$ cat src/rtl/stream_demux.sv
// One-to-two stream demultiplexer with a single-entry
// register per channel; STREAM_DEMUX_COUNT_EN adds counters.
module stream_demux #(
  parameter int WIDTH = 1
) (
  input  logic             clk,
  input  logic             rst,
  input  logic             in_valid,
  output logic             in_ready,
  input  logic [WIDTH-1:0] in_data,
  input  logic             sel,
  output logic             a_valid,
  input  logic             a_ready,
  output logic [WIDTH-1:0] a_data,
  output logic             b_valid,
  input  logic             b_ready,
  output logic [WIDTH-1:0] b_data
`ifdef STREAM_DEMUX_COUNT_EN
  ,
  output logic [7:0]       a_count,
  output logic [7:0]       b_count
`endif
);

  logic a_free;
  logic b_free;
  logic acc_a;
  logic acc_b;
  logic dlv_a;
  logic dlv_b;

  // A slot can take a word if empty or draining this cycle.
  always_comb begin
    a_free   = !a_valid || a_ready;
    b_free   = !b_valid || b_ready;
    in_ready = sel ? b_free : a_free;
    acc_a    = in_valid && in_ready && !sel;
    acc_b    = in_valid && in_ready && sel;
    dlv_a    = a_valid && a_ready;
    dlv_b    = b_valid && b_ready;
  end

  // Channel a slot: load wins over drain for bubble-free flow.
  always_ff @(posedge clk) begin
    if (rst) begin
      a_valid <= 1'b0;
      a_data  <= '0;
    end else if (acc_a) begin
      a_valid <= 1'b1;
      a_data  <= in_data;
    end else if (dlv_a) begin
      a_valid <= 1'b0;
    end
  end

  // Channel b slot: same policy as channel a.
  always_ff @(posedge clk) begin
    if (rst) begin
      b_valid <= 1'b0;
      b_data  <= '0;
    end else if (acc_b) begin
      b_valid <= 1'b1;
      b_data  <= in_data;
    end else if (dlv_b) begin
      b_valid <= 1'b0;
    end
  end

`ifdef STREAM_DEMUX_COUNT_EN
  // Saturating delivery counters, one per channel.
  always_ff @(posedge clk) begin
    if (rst) begin
      a_count <= 8'd0;
      b_count <= 8'd0;
    end else begin
      if (dlv_a && a_count != 8'hff)
        a_count <= a_count + 8'd1;
      if (dlv_b && b_count != 8'hff)
        b_count <= b_count + 8'd1;
    end
  end
`endif

endmodule

$ cat config.mk
export PLATFORM = sky130hd
export DESIGN_NAME = stream_demux
export DESIGN_NICKNAME = d
export VERILOG_FILES = /design/src/rtl/stream_demux.sv
export SDC_FILE = /design/constraint.sdc
export NUM_CORES = 1
export LEC_CHECK = 0
export ABC_AREA = 1
export BUFFER_PORTS_ARGS = -buffer_cell sky130_fd_sc_hd__buf_4
export CORE_AREA = 3 3 40 42
export CTS_BUF_LIST = sky130_fd_sc_hd__clkbuf_16
export DETAILED_ROUTE_END_ITERATION = 8
export DIE_AREA = 0 0 43 45
export HOLD_SLACK_MARGIN = 0.03
export PLACE_DENSITY = 0.41
export SLEW_MARGIN = 20
export SYNTH_ARGS = -nofsm -noshare
export SYNTH_HDL_FRONTEND = slang
export SYNTH_SLANG_ARGS = --single-unit
$ cat constraint.sdc
create_clock -name clk -period 0.9 [get_ports clk]
set_input_delay 0 -clock clk [delete_from_list [all_inputs] [get_ports clk]]
set_output_delay 0 -clock clk [all_outputs]
set_load 0.05 [all_outputs]
-- Word-level counts from Yosys, hierarchy flattened
Index checks and enable logic that the tools add are counted.
- flip-flop bits (word level): 4
- bits in latches: 0
- memory bits (writable): 0
- ROM bits: 0
- input bits: 7
- output and inout port bits: 5
- word-level logic and storage cells: 21
- memories: 0
- $add $sub $neg: 0
- multipliers: 0
- divide/modulo/power cells: 0
- magnitude comparators: 0
- equal/unequal tests: 0
- shift operators: 0
- muxes and demuxes: 5
- bitwise gates (word level): 0
- reduce and logical (&&, ||, !) cells: 12
- operators by type and width (kind ; count):
    logical AND 1 bit ; 5
    2-to-1 mux 1 bit ; 5
    nonzero test 2 bit ; 2
    zero test 1 bit ; 3
    logical OR 1 bit ; 2

-- Longest topological paths before layout
- depth after elaboration: 6
- mapped depth: 6
- gate-level depth less buffers: 6

-- Worst setup path before layout
No wires, ideal clock.
- path kind: reg-to-output
- start point: register a_valid
- end point: output port in_ready
- data arrival time: 1.495 ns
- data required time: 0.900 ns
- path slack: -0.595 ns
- cell stages (with the launch flop): 4
- path buffers: 0
- cell sequence: dfxtp_1 nand2_2 nor2_1 a31oi_1
- cells in the longest elaborated chain, start to end: 3
- RTL lines (element ; line ; source):
    from (decl) ; 12 ; output logic a_valid,
    from (signal assigned) ; 46 ; a_valid <= 1'b0;
    from (signal assigned) ; 49 ; a_valid <= 1'b1;
    from (signal assigned) ; 52 ; a_valid <= 1'b0;
    zero test 1 bit ; 34 ; a_free = !a_valid || a_ready;
    logical OR 1 bit ; 34 ;
    2-to-1 mux 1 bit ; 36 ; in_ready = sel ? b_free : a_free;
    to (decl) ; 9 ; output logic in_ready,
Every way passes these cells.

-- Worst setup path after layout
Same ends and word-level chain as after synthesis.

==> reports/qor.csv <==
metric,value,unit
Hold Crit Start,rst,
Max Transition Viols Final,0,
HPWL after DPL,394,um
violations in the final reports,negative setup slack,
CP endpoint kind,output pin,
crit path kind,flip-flop to output pin,
die outline area,1940,um2
CTS Buf Count,3,
H-tree Lvls,1,
GRT Util Overall,0.0733,
starting density of the core,0.163,
DP Area,333,um2
PwrDens,2440,nW/um2
DR iter-0 viols,1,
ys flop type,dfxtp_1,
end of the worst hold path,b_valid,
r2r endpoint,a_valid,
Via Count,231,
ys async rst share,0,
Yosys top cell by area,dfxtp_1,
Placed Instances,59,
"top cells by count, synth","inv_1 (11), nand2_1 (8), dfxtp_1 (4), nor2_1 (3)",
top-count cell post-synth,inv_1,
FF-to-FF Start,a_valid,
final setup TNS,-0.0684,ns
Initial DRT Pass Iterations,2,
RSZ-0062 raised after global routing,true,
status,finished with violations,
Yosys top cell area share,0.383,
pre-CTS setup slack,0.0906,ns
DRT Wirelength,567,um
"Clk Latency, worst-skew pair",0.22,ns
Clock transition at path regs,0.03,ns
fin cells,64,
Max Buffers Root-to-Sink,2,
antenna violations before repair,0,
Die Span X,43,um
Min-Delay Path Class,input port to flip-flop,
CP required,0.90,ns
Ant. Diodes,0,
first-pass GRT wire length,972,um
Lkg Pwr,0.250,nW
Synth warnings,0,
worst reg2reg setup slack,0.06,ns
Crit path largest cell delay,0.33,ns
post-synthesis sequential area ratio,0.383,
post-synth net total,40,
DR vias/cell,3.61,
"EDFF count, synth",0,
layout cells sized above 1,0.490,
skew final,0.0000365,ns
Max Clk Rate,1.03,GHz
Worst VDD drop,1010,uV
Sink Count,4,
Flop pwr share,0.191,
Die H,45,um
nets,57,
CTS tree,done,
vias in the first global route,230,
critical path arrival,0.97,ns
WL/cell,8.86,um
grt ovf,0,
Worst Tran Pin Value,0.151,ns
Sw Pwr,230,uW
gate count of the mapped netlist,33,
Max-Cap Viols,0,
area delta synth->final,106,%
Clock power frac,0.672,
"critical path fanouts, max",2,
port buffer count,11,
Worst slew margin,0.899,
period utilization,1.08,
Rows,13,
combinational share of power,0.137,
Final ANT Viol Nets,0,
Final Util,0.335,
mean post-synth cell area,6.33,um2
R2R cell count,6,
Final min period,0.968,ns
post-synthesis register bit count,4,
"Design Area, Final",430,um2
# DRC,0,
synthesized area,209,um2
core region area,1280,um2
crit start category,flip-flop,
Slowest cell on crit path,dfxtp_2,
fillers,151,
Net Sw Frac,0.219,
pin count of the biggest net entering global routing,6,
Ports,12,
Fin. Hold Viols,0,
CTS Hold Buffers Added,0,
root buf cell,clkbuf_16,
Synth cell types,9,
Internal,819,uW
critical-path cell list,nand2_4 > nor2_2 > a31oi_4 > buf_6,
hold depth,4,
"Setup violations, final",1,
worst setup margin,-0.0684,ns
"top cells by area, synth","dfxtp_1 (38%), inv_1 (20%), nand2_1 (14%)",
routability congestion estimate,0.680,
[through the flow]
stage | power, mW | hold WS (ns)
3_3_place_gp | 0.340 | 0.278
6_report | 1.05 | 0.0387
4_1_cts | 1.06 | 0.0414
5_1_grt | 1.10 | 0.0670
3_5_place_dp | 0.340 | 0.277
2_1_floorplan | 0.288 | 0.167
[placed cells by master, fill, tap and decap left out]
master	n
nand2_1	8
a31oi_4	1
dfxtp_2	3
buf_6	1
nand4_1	2
nand2_4	1
nand2_2	1
buf_4	11
dfxtp_4	1
nand3_1	1
nand3_2	1
nor2_2	1
nor2_1	2
inv_1	12
clkbuf_16	3
[worst max-delay path: cells and delay by family, from the launching register on]
family	cells	cell delay, ns
flip-flops	1	0.33
AO/OA/AOI/OAI	1	0.14
AND/OR/NAND/NOR	2	0.11
buffers and inverters	1	0.17
[sequential cells by signal, indices dropped and copies added (netlist names)]
register / cells
b_valid: 1
b_data: 1
a_valid: 1
a_data: 1
[worst max path at each step]
stage                     startpoint  endpoint  slack [ns]
after floorplan              a_valid  in_ready       -0.04
after global placement       a_valid  in_ready        0.09
after detailed placement     a_valid  in_ready        0.09
after CTS                    a_valid  in_ready       -0.06
after global routing         a_valid  in_ready       -0.09
final                        a_valid  in_ready       -0.07
[logic make-up after synthesis]
family,share of synthesized area
buffers and inverters,0.198
AO/OA/AOI/OAI,0.0300
AND/OR/NAND/NOR,0.389
flip-flops,0.383
[repair_timing]
item | in CTS | in global routing
endpoints found under the setup margin | 1 | 1
cloned | 0 | 0
pin swaps | 1 | 0
resized for setup | 3 | 0
buffers inserted | 1 | 0
[power groups by stage]
stage | Combinational [mW] | Sequential (mW) | Clock (mW)
global placement | 0.139 | 0.201 | 0
CTS | 0.145 | 0.200 | 0.717
finish | 0.144 | 0.200 | 0.705
global route | 0.157 | 0.202 | 0.737
detailed placement | 0.139 | 0.201 | 0
floorplan | 0.0477 | 0.241 | 0
[layer usage]
layer	wire, um	track usage	vias to the layer above
li1	-	-	127
met1	280	0.0918	93
met2	210	0.0808	11
met3	77	0.0438	0
met4	0	0.0723	0
met5	0	0	-
[area by class of cell]
class	count	area, um2	area share
inverter	11	41.3	0.0959
sequential	4	87.6	0.203
clock buffer	3	75.1	0.174
clock inverter	1	3.75	0.00872
timing repair buffer	12	93.8	0.218
multi-input combinational	18	110	0.256
tap	15	18.8	0.0436
(Power assumes the default switching activity.)
